--- config.mk ---
export PLATFORM = sky130hd
export DESIGN_NAME = param_sync_fifo
export DESIGN_NICKNAME = d
export VERILOG_FILES = /design/src/rtl/param_sync_fifo.sv
export SDC_FILE = /design/constraint.sdc
export NUM_CORES = 1
export LEC_CHECK = 0
export CAP_MARGIN = 5
export CORE_UTILIZATION = 50
export CTS_CLUSTER_DIAMETER = 120
export CTS_CLUSTER_SIZE = 28
export DETAILED_ROUTE_END_ITERATION = 12
export PLACE_DENSITY = 0.74
export SLEW_MARGIN = 10
export SYNTH_ARGS = -nofsm -noshare
export SYNTH_HDL_FRONTEND = slang
export SYNTH_SLANG_ARGS = --single-unit
export TNS_END_PERCENT = 30
--- constraint.sdc ---
create_clock -name clk -period 5.6 [get_ports clk]
set_input_delay 0.84 -clock clk [delete_from_list [all_inputs] [get_ports clk]]
set_output_delay 0.84 -clock clk [all_outputs]
set_load 0.005 [all_outputs]
--- src/rtl/param_sync_fifo.sv ---
// Parameterised single-clock FIFO with count, almost flags and overflow/underflow pulses.
// Define FIFO_FWFT_EN for first-word fall-through output; default is registered read data.
module param_sync_fifo #(
    parameter int unsigned DATA_W    = 8,
    parameter int unsigned ADDR_W    = 3,
    parameter int unsigned AFULL_TH  = 6,
    parameter int unsigned AEMPTY_TH = 2
) (
    input  logic              clk,
    input  logic              rst,
    input  logic              w_en,
    input  logic [DATA_W-1:0] din,
    input  logic              r_en,
    output logic [DATA_W-1:0] dout,
    output logic              empty,
    output logic              full,
    output logic              almost_empty,
    output logic              almost_full,
    output logic [ADDR_W:0]   count,
    output logic              overflow,
    output logic              underflow
);

    localparam int unsigned PTR_W = ADDR_W + 1;
    localparam int unsigned DEPTH = 2 ** ADDR_W;

    logic [DATA_W-1:0] mem [DEPTH];
    logic [PTR_W-1:0]  wr_ptr;
    logic [PTR_W-1:0]  rd_ptr;
    logic              wr_acc;
    logic              rd_acc;

    // Status decoded from the registered pointers only.
    always_comb begin
        empty        = (wr_ptr == rd_ptr);
        full         = (wr_ptr[ADDR_W-1:0] == rd_ptr[ADDR_W-1:0]) &&
                       (wr_ptr[ADDR_W] != rd_ptr[ADDR_W]);
        count        = wr_ptr - rd_ptr;
        almost_empty = (count <= PTR_W'(AEMPTY_TH));
        almost_full  = (count >= PTR_W'(AFULL_TH));
        wr_acc       = w_en && !full;
        rd_acc       = r_en && !empty;
    end

    // Storage is not reset; writes in a reset cycle are dropped.
    always_ff @(posedge clk) begin
        if (!rst && wr_acc) begin
            mem[wr_ptr[ADDR_W-1:0]] <= din;
        end
    end

    always_ff @(posedge clk) begin
        if (rst) begin
            wr_ptr    <= '0;
            rd_ptr    <= '0;
            overflow  <= 1'b0;
            underflow <= 1'b0;
        end else begin
            if (wr_acc) begin
                wr_ptr <= wr_ptr + PTR_W'(1);
            end
            if (rd_acc) begin
                rd_ptr <= rd_ptr + PTR_W'(1);
            end
            overflow  <= w_en && full;
            underflow <= r_en && empty;
        end
    end

`ifdef FIFO_FWFT_EN
    // Head entry falls through whenever data is present.
    always_comb begin
        dout = empty ? '0 : mem[rd_ptr[ADDR_W-1:0]];
    end
`else
    // Registered read data, updated only on an accepted read.
    always_ff @(posedge clk) begin
        if (rst) begin
            dout <= '0;
        end else if (rd_acc) begin
            dout <= mem[rd_ptr[ADDR_W-1:0]];
        end
    end
`endif

endmodule

==> flow_metrics.py <==
metrics = {
    "status": {
        "status": "finished, final reports clean",
    },
    "floorplan": {
        "start_util_pct": 52.9,
        "fp-row-count": 29,
        "die-area_mm2": 0.00717,
        "io_pins": 30,
        "core_area_mm2": 0.00646,
        "die_y_um": 84.7,
        "die_x_um": 84.7,
    },
    "grt": {
        "grt_first_pass_wirelength_mm": 9.65,
        "grt_overflow_total": 0,
        "grt_pass1_vias": 1930,
        "grt_usage_pct": 18.5,
        "antenna_found_initial": 0,
        "grt_max_degree": 30,
    },
    "clock_network": {
        "cts_resized": 0,
        "cts_root_buf": "clkbuf_8",
        "cts_buffers": 9,
        "ctsHoldBuffers": 0,
        "cts_tree": "built",
        "worstSkewPairLatency_ns": 0.36,
        "cts_setup_buffers": 0,
        "clk_pin_slew_ns": 0.09,
        "clockBufferDepth": 2,
        "cts_sinks": 82,
        "cts_max_level": 3,
    },
    "critical_path": {
        "cp_max_fo": 29,
        "path_buf_inv": 3,
        "crit_path_cell_trace": "buf_4, inv_1, ha_1, nor2b_1, o21ai_0, nand3_1, a221oi_1, clkdlybuf4s50_1",
        "crit_slowest_cell": "clkdlybuf4s50_1",
        "worst_ep_arrival_time_ns": 2.79,
        "max_stage_delay_ns": 0.54,
        "cpLargestDelayFamily": "buffers and inverters",
        "path_class": "reg2out",
        "reg2reg_slack_ns": 2.52,
        "critPathRequiredTime_ns": 4.76,
        "endpoint_kind": "primary output",
        "start_kind": "flip-flop",
    },
    "power_and_ir_drop": {
        "power_density_mw_per_mm2": 348,
        "p_leak_nw": 1.29,
        "totalPowerFinal_mw": 1.38,
        "ir_drop_mv": 0.184,
    },
    "logic_synthesis": {
        "yosysTopAreaCellShare_pct": 56.3,
        "yosysMostFrequentCell": "edfxtp_1",
        "synth_cell_types": 41,
        "synth-seq-cells": 82,
        "synthTopCellsByCount": "64 x edfxtp_1, 19 x nor2_1, 18 x dfxtp_1",
        "yosysTopAreaCell": "edfxtp_1",
        "yosysWarnings": 0,
        "synthCells": 223,
        "syn-num-nets": 241,
        "synth-edff-count": 64,
        "synth-main-ff-cell": "edfxtp_1",
        "async_flop_share_pct": 0,
        "post_synth.cell_area_avg_um2": 15.3,
        "ys_top_cells_by_area": "edfxtp_1 56%, dfxtp_1 11%, mux4_1 6.2%",
        "syn_area_mm2": 0.00342,
        "yosysSeqAreaShare_pct": 66.8,
    },
    "sta": {
        "rsz0062_at_grt": "no",
        "fin_worst_skew_ns": 0.0102,
        "fin_setup_tns_ns": 0,
        "fmax_ghz": 0.276,
        "setup-violations-final": 0,
        "slew_headroom_pct": 25.6,
        "maxSlewViolCount": 0,
        "finalCritPeriodShare_pct": 64.8,
        "hold_viol": 0,
        "worstMarginPinSlew_ns": 1.11,
        "fin_crit_ns": 3.63,
    },
    "placement": {
        "gp_congestion": 0.755,
        "dp_hpwl_mm": 3.87,
        "port_buffers": 29,
        "placed_area_mm2": 0.00373,
    },
    "route": {
        "wl_met1_mm": 2.69,
        "drc": 0,
        "vias": 1923,
        "highest_layer": "met4",
        "antenna_left": 0,
        "met2_length_mm": 2.72,
        "viasPerCell": 5.71,
        "drt_pre_antenna_iters": 6,
        "wl_per_cell_um": 17.4,
        "drt-total-wl_mm": 5.88,
        "drt_iter0_drc": 128,
        "met3_length_um": 291,
    },
    "layout": {
        "fin_nets": 273,
        "antennaDiodeCount": 0,
        "final_core_util_pct": 61.2,
        "synthToLayoutAreaGrowth_pct": 15.8,
        "fill_cells": 494,
        "drive_above_1_share_pct": 9.62,
        "design_area_mm2": 0.00396,
    },
    "worst_hold_path": {
        "hold_path.class": "reg2reg",
    },
    "flow_run": {
        "maxCapViolCount": 0,
    },
}
## layout make-up
type / instances / area (µm²) / area share, %
Sequential cell: 82 / 2280 / 57.7
Multi-Input combinational cell: 121 / 1000 / 25.4
Timing Repair Buffer: 32 / 313 / 7.91
Clock buffer: 9 / 124 / 3.13
Clock inverter: 7 / 101 / 2.56
Tap cell: 77 / 96.3 / 2.44
Inverter: 9 / 33.8 / 0.854
## per-stage QoR
| stage | std cells | hold slack [ns] | worst slack [ns] |
|---|---|---|---|
| floorplan | 223 | 0.479 | 2.69 |
| global placement | 321 | 0.482 | 2.31 |
| detailed placement | 321 | 0.483 | 2.26 |
| CTS | 337 | 0.499 | 1.94 |
| global route | 337 | 0.539 | 1.77 |
| finish | 337 | 0.495 | 1.97 |
## sequential cells by signal, indices dropped and copies added (netlist names)
register   cells
dout           8
mem           64
overflow       1
rd_ptr         4
underflow      1
wr_ptr         4
## worst reg2reg max path: stages, from the launching register on
cell	delay, ns
dfxtp_1	0.63
inv_1	0.14
ha_1	0.35
and3_1	0.26
nand2_1	0.18
nand3_1	0.20
nor3_1	0.93
## placed cells by master, fill, tap and decap left out, types with 4 or more instances in the layout
cell type / Yosys / routed
dfxtp_1: 18 / 18
xnor2_1: 6 / 6
nor2_1: 19 / 19
inv_1: 9 / 9
mux4_1: 8 / 8
a211oi_1: 8 / 8
ha_1: 5 / 5
clkbuf_8: 1 / 9
o22ai_1: 8 / 8
clkdlybuf4s50_1: 0 / 29
nor3_1: 10 / 10
edfxtp_1: 64 / 64
a21oi_1: 4 / 4
nand2_1: 6 / 6
nand3_1: 5 / 5
mux2i_1: 16 / 16
## power by group
part	total [mW]	switching (mW)	internal [mW]
logic	0.206	0.0973	0.108
registers	0.693	0.0174	0.676
clock network	0.477	0.223	0.254
total	1.38	0.338	1.04
## worst paths after layout
check,end,depth (start not counted),from
max,almost_empty,8,rd_ptr[1]$_SDFFE_PP0P_
min reg2reg,dout[0]$_SDFFE_PP0P_,2,dout[0]$_SDFFE_PP0P_
min,dout[0]$_SDFFE_PP0P_,2,dout[0]$_SDFFE_PP0P_
max reg2reg,mem[3][0]$_DFFE_PP_,6,rd_ptr[2]$_SDFFE_PP0P_
## cell families (layout without fill, tap and decap cells)
family | after synthesis | count (layout) | synth area share (%)
simple gates | 53 | 53 | 7.51
buf+inv | 20 | 57 | 3.77
xor+xnor | 8 | 8 | 2.27
flops | 82 | 82 | 66.8
fa+ha+maj | 6 | 6 | 2.42
compound gates | 30 | 30 | 6.37
mux | 24 | 24 | 10.8
## per-layer routing
metal / vias to the layer above / global-route usage (%)
met1: 931 / 24.7
met2: 55 / 27.3
li1: 920 / -
met4: 0 / 10.6
met5: - / 0
met3: 17 / 5.11
No activity file was read; power rests on OpenSTA's default activity.
